### src/rtl/mem_responder.sv
// Word-array memory responder: accepts one request in S_Idle, inserts WaitStates wait cycles, then pulses Ready.
// Define MEM_ALIGN_CHECK_EN to flag odd byte addresses as misaligned (no access, Err with Ready).
module mem_responder #(
  parameter int DataWidth  = 16,
  parameter int AddrWidth  = 8,
  parameter int WaitStates = 1
) (
  input  logic                 Clk,
  input  logic                 Reset,
  input  logic                 MEM_En,
  input  logic                 MEM_Wr,
  input  logic [AddrWidth-1:0] Addr,
  input  logic [DataWidth-1:0] DIn,
  output logic [DataWidth-1:0] DOut,
  output logic                 Ready,
  output logic                 Busy,
  output logic                 Err
);

  localparam int WordBits = AddrWidth - 1;
  localparam int Depth    = 1 << WordBits;
  localparam logic [3:0] WaitLoad = 4'(WaitStates);
`ifdef MEM_ALIGN_CHECK_EN
  localparam logic AlignCheck = 1'b1;
`else
  localparam logic AlignCheck = 1'b0;
`endif

  typedef enum logic [1:0] {S_Idle, S_Wait, S_Access, S_Done} state_t;

  state_t               state, next_state;
  logic [3:0]           wait_cnt;
  logic [WordBits-1:0]  word_q;
  logic                 wr_q;
  logic                 misaligned_q;
  logic [DataWidth-1:0] din_q;
  logic [DataWidth-1:0] mem [Depth];
  logic                 accept;
  logic                 do_access;

  assign accept    = (state == S_Idle) && MEM_En;
  assign do_access = (state == S_Access) && !misaligned_q;

  always_comb begin
    next_state = state;
    case (state)
      S_Idle:   if (MEM_En) next_state = (WaitLoad == 4'd0) ? S_Access : S_Wait;
      S_Wait:   if (wait_cnt <= 4'd1) next_state = S_Access;
      S_Access: next_state = S_Done;
      S_Done:   next_state = S_Idle;
      default:  next_state = S_Idle;
    endcase
  end

  always_ff @(posedge Clk or posedge Reset) begin
    if (Reset) state <= S_Idle;
    else       state <= next_state;
  end

  // Request fields are captured only at acceptance, so bus changes while busy never leak in.
  always_ff @(posedge Clk or posedge Reset) begin
    if (Reset) begin
      wait_cnt     <= 4'd0;
      word_q       <= '0;
      wr_q         <= 1'b0;
      misaligned_q <= 1'b0;
      din_q        <= '0;
      DOut         <= '0;
    end else begin
      if (accept) begin
        wait_cnt     <= WaitLoad;
        word_q       <= Addr[AddrWidth-1:1];
        wr_q         <= MEM_Wr;
        misaligned_q <= Addr[0] & AlignCheck;
        din_q        <= DIn;
      end else if (state == S_Wait) begin
        wait_cnt <= wait_cnt - 4'd1;
      end
      if (do_access && !wr_q) DOut <= mem[word_q];
    end
  end

  // Array has no reset; a reset before S_Access is clocked leaves do_access low, dropping the write.
  always_ff @(posedge Clk) begin
    if (do_access && wr_q) mem[word_q] <= din_q;
  end

  assign Ready = (state == S_Done);
  assign Busy  = (state != S_Idle);
`ifdef MEM_ALIGN_CHECK_EN
  assign Err = Ready & misaligned_q;
`else
  assign Err = 1'b0;
`endif

endmodule

### config.mk
export PLATFORM = sky130hd
export DESIGN_NAME = mem_responder
export DESIGN_NICKNAME = d
export VERILOG_FILES = /design/src/rtl/mem_responder.sv
export SDC_FILE = /design/constraint.sdc
export NUM_CORES = 2
export LEC_CHECK = 0
export CORE_AREA = 4 4 478 574
export DETAILED_ROUTE_END_ITERATION = 7
export DIE_AREA = 0 0 482 578
export HOLD_SLACK_MARGIN = 0.15
export PLACE_DENSITY = 0.44
export SLEW_MARGIN = 20
export SYNTH_ARGS = -nofsm -noshare
export SYNTH_HDL_FRONTEND = slang
export SYNTH_SLANG_ARGS = --single-unit
export TNS_END_PERCENT = 20
### constraint.sdc
create_clock -name Clk -period 7 [get_ports Clk]
set_input_delay 2.1 -clock Clk [delete_from_list [all_inputs] [get_ports Clk]]
set_output_delay 2.1 -clock Clk [all_outputs]
set_load 0.02 [all_outputs]
**Word level (Yosys, flattened, before mapping)**

Memory sizes are Yosys's and may differ from the RTL's. A register that Yosys moved wholly into a read port is not among the register bits.
Cells that the tools add are included.

- Register bits: 30
- Word-level logic and storage cells: 28
- Output and inout port bits: 19
- Bits in writable memories: 2048
- Input port bits: 28
- Memories kept: 1

- Equal/unequal tests: 5
- $lt $le $gt $ge: 1
- Reduce and logical (&&, ||, !) cells: 8
- Mux-type cells: 7
- $add $sub $neg: 1

Memory list:

| name | depth | width | read ports | clocked after memory_dff | wr ports | line | RTL |
|---|---|---|---|---|---|---|---|
| mem | 128 | 16 | 1 | 1 | 1 | 37 | `logic [DataWidth-1:0] mem [Depth];` |

Operators with widths:

| operator | count |
|---|---|
| $mux 4 | 2 |
| $pmux 2 s4 | 1 |
| $eq 2x2->1 const B | 2 |
| $le 4x1->1 const B | 1 |
| $mux 2 | 2 |
| $ne 2x2->1 const B | 2 |
| $reduce_bool 2->1 | 2 |
| $sub 4x1->4 const B | 1 |
| $logic_and 1x1->1 | 3 |
| $eq 2x1->1 const B | 1 |
| $logic_not 2->1 | 1 |
| $mux 1 | 2 |
| $reduce_and 2->1 | 1 |
| $logic_not 1->1 | 1 |

**Depth between registers and ports, before layout**

- Word-level depth: 4
- Depth in mapped cells: 13
- Gate-level depth less buffers: 8

**Worst setup path after synthesis**

Ideal clock, no wire load.

- Kind: register to register
- Start: reg word_q[0]
- End: mem mem[38][0] (enable)
- Arrival time: 2772 ps
- Path buffers: 6
- Required time: 6612 ps
- Clock period less this slack: 3160 ps
- Setup slack: 3840 ps
- Stages on the path, launching flop included: 10
- Library setup time: 388 ps
- Cells stage by stage: dfrtp_1 > buf_6 > buf_8 > inv_2 > clkbuf_1 > clkbuf_1 > clkbuf_1 > nand3_1 > clkbuf_1 > nor2_1

RTL lines:

| item | line | RTL |
|---|---|---|
| from (decl) | 33 | `logic [WordBits-1:0] word_q;` |
| from (signal assigned) | 72 | `word_q <= Addr[AddrWidth-1:1];` |
| to (decl) | 37 |  |

Straight into the memory's write port.

==> results.sh <==
export IMPL_status="finished, final reports clean"
export IMPL_drt_met1_wl_mm=109
export IMPL_post_dp_hpwl_mm=156
export IMPL_portBuffers=44
export IMPL_netSwitchingPower_mw=15.1
export IMPL_area_growth_pct=16.0
export IMPL_crit_type="register to register"
export IMPL_num_rows=209
export IMPL_cts_tree="done"
export IMPL_routabilityCongestion=0.785
export IMPL_cts_sinks=2094
export IMPL_synth_main_ff_cell="edfxtp_1"
export IMPL_internal_power_mw=26.0
export IMPL_finalCritPeriodShare_pct=67.9
export IMPL_crit_fanout=74
export IMPL_hold_buffers=0
export IMPL_power_frac_comb_pct=30.7
export IMPL_synthAdderAreaFrac_pct=0.0936
export IMPL_hold_viol_final=0
export IMPL_grt_pass1_wl_mm=364
export IMPL_cap_violations=0
export IMPL_ir_drop_uv=277
export IMPL_hold_path_class="register to register"
export IMPL_place_area_um2=86300
export IMPL_overflow=0
export IMPL_synthSimpleGateAreaFrac_pct=2.62
export IMPL_yosys_cell_types_count=73
export IMPL_yosysSeqAreaShare_pct=78.1
export IMPL_root_buffer="clkbuf_16"
export IMPL_vias=43000
export IMPL_pre_cts_slack_ps=2350
export IMPL_muxShareOfSynthArea_pct=10.1
export IMPL_postCtsSetupBuffers=0
export IMPL_clk_pin_slew_ps=60
export IMPL_rsz0062_at_grt="no"
export IMPL_worst_slack_ps=2250
export IMPL_drt_iter0_drc=4175
export IMPL_final_core_util_pct=34.5
export IMPL_ant_nets=0
export IMPL_wire_per_inst_um=32.2
export IMPL_min_period_ps=4750
export IMPL_die_x_um=482
export IMPL_grt_pass1_vias=43100
export IMPL_finalSetupTns_ps=0
export IMPL_finalPower_mw=41.1
export IMPL_synth_edf_count=2048
export IMPL_power_leakage_nw=28.7
export IMPL_dieArea_um2=279000
export IMPL_synth_xor_area_share_pct=0.0328
export IMPL_dp_cells=7769
export IMPL_cts_buffer_depth=4
export IMPL_synth_avg_cell_area_um2=19.3
export IMPL_cts_buffers=217
export IMPL_ios=47
export IMPL_cts_htree_levels=4
export IMPL_synth_seq_cells=2094
export IMPL_clkPwrFrac_pct=27.1
export IMPL_whs_ps=570
export IMPL_max_slew_margin_pct=21.0
export IMPL_cp_required_ps=7750
export IMPL_synthCells=4160
export IMPL_core_um2=269000
export IMPL_drive_gt1_share_pct=22.4
export IMPL_instances_no_fill=8163
export IMPL_drc=0
export IMPL_async_reset_ff_share_pct=2.20
export IMPL_cts_resized=0
export IMPL_fin_skew_ps=46.4
export IMPL_antenna_found_initial=15
export IMPL_final_area_um2=93000
export IMPL_switching_share_pct=36.7
export IMPL_critPathLaunchType="register"
export IMPL_synth_warnings=0
export IMPL_clk_latency_ps=870
export IMPL_top_layer_used="met5"
export IMPL_synthesis_area_um2=80200
export IMPL_holdPathStages=2
export IMPL_grt_total_usage_pct=18.5
export IMPL_vias_per_cell=5.27
export IMPL_arrival_ps=5500
export IMPL_nNetsFinal=4435
export IMPL_met2_length_mm=132
export IMPL_synth_top_family_by_area="multiplexers"
export IMPL_worst_pin_slew_ps=1180
export IMPL_drtPass1Iterations=6
export IMPL_max_freq_ghz=0.211
export IMPL_synth_net_count=4194
export IMPL_die_h_um=578
export IMPL_wl_met3_mm=12.7
export IMPL_endpoint_kind="register"
export IMPL_p_seq_share_pct=42.2
export IMPL_synth_compound_gate_area_share_pct=7.34
export IMPL_wl_mm=262
export IMPL_drv_slew=0
export IMPL_grt_max_degree=97
export IMPL_power_density_nw_per_um2=441
export IMPL_setup_violations=0
export IMPL_initial_utilization_pct=29.8
export IMPL_r2r_cells=7
metal layers:
layer  up-vias  global-route usage, %
li1      17800                      -
met4         2                   5.58
met5         -                      0
met3       338                   2.57
met2      1302                   31.5
met1     23500                   24.5
Yosys cell counts (7+ instances only):
master | n | area share [%]
nor3_1 | 13 | 0.081
o22ai_1 | 17 | 0.13
a221o_1 | 38 | 0.47
nor2_1 | 247 | 1.2
nand3_1 | 18 | 0.11
a221oi_1 | 223 | 2.4
and3_1 | 7 | 0.055
inv_1 | 9 | 0.042
buf_4 | 21 | 0.20
a22o_1 | 24 | 0.26
buf_6 | 12 | 0.17
mux2_2 | 92 | 1.3
a2111oi_0 | 27 | 0.29
o221a_2 | 8 | 0.11
a22oi_1 | 86 | 0.80
nor2b_1 | 8 | 0.062
a211oi_1 | 18 | 0.17
nand2b_1 | 8 | 0.062
nor4_1 | 13 | 0.10
a31oi_1 | 21 | 0.16
a21oi_1 | 115 | 0.72
edfxtp_1 | 2048 | 77
buf_1 | 33 | 0.15
mux2i_1 | 154 | 1.9
dfrtp_1 | 46 | 1.4
o221ai_1 | 34 | 0.37
nand2_1 | 145 | 0.68
buf_2 | 105 | 0.65
clkbuf_1 | 100 | 0.47
mux4_2 | 244 | 6.8
o21ai_0 | 109 | 0.68
o211ai_1 | 15 | 0.14
and2_1 | 8 | 0.062
final timing paths:
kind / slack (ps) / startpoint / endpoint
setup / recovery: 2250 / word_q[0] / DOut[12]
hold / removal: 570 / wait_cnt[3] / wait_cnt[3]
setup reg to reg: 2250 / word_q[0] / DOut[12]
hold reg to reg: 570 / wait_cnt[3] / wait_cnt[3]
max in group asynchronous: 4500 / Reset / DOut[11]
min in group asynchronous: 1810 / Reset / din_q[10]
cells in the final DEF (no fill, tap or decap), types with 15 or more instances in the layout:
cell type and n:
a221o_1 38, dfrtp_4 20, nand2_1 144, o22ai_1 17, a221oi_1 223, a22oi_1 86, o21ai_0 108, dfrtp_1 25
o221ai_1 34, nand3_1 17, edfxtp_1 2048, a2111oi_0 17, clkbuf_1 52, a21oi_1 115, nor2_4 16, clkbuf_16 218
a31oi_1 21, a22o_1 24, o211ai_1 15, mux4_2 244, nor2_2 70, clkinv_2 32, mux2_2 92, mux2i_1 154
clkinv_1 50, nor2_1 162, a211oi_1 18, buf_4 241, clkdlybuf4s50_1 44, clkbuf_8 15
critical path, cell delays in order (launching register included):
cell	delay [ps]
dfrtp_4	810
buf_12	490
mux4_2	600
a22oi_1	270
a21oi_1	240
nor4_1	970
o21ai_0	680
o22a_1	340
area by class of cell:
class | instances | area, um^2
antenna | 5 | 12.5
clock buffer | 285 | 5860
clock inverter | 104 | 838
sequential | 2094 | 62700
fill | 25500 | 176000
timing repair buffer | 294 | 2430
tap | 3587 | 4490
inverter | 13 | 55.1
multi-input combinational | 1781 | 16600
power groups by stage:
stage,clock network (mW),logic (mW),registers (mW)
6_report,11.1,12.6,17.3
5_1_grt,11.9,13.2,17.4
4_1_cts,11.4,12.8,17.4
3_5_place_dp,0,12.7,17.7
3_3_place_gp,0,12.7,17.6
2_1_floorplan,0,6.47,17.3
kinds of logic after synthesis:
logic type	Yosys count
AO/OA/AOI/OAI	788
XOR/XNOR	3
adder cells (fa/ha/maj)	6
buffers and inverters	285
flip-flops	2094
multiplexers	491
other	1
AND/OR/NAND/NOR	492
flip-flops by register name, indices dropped and copies added (netlist names):
name	cells
mem	2048
din_q	16
wr_q	1
wait_cnt	4
state	2
DOut	16
word_q	7
Note: power is estimated with default switching activity, not from simulation.
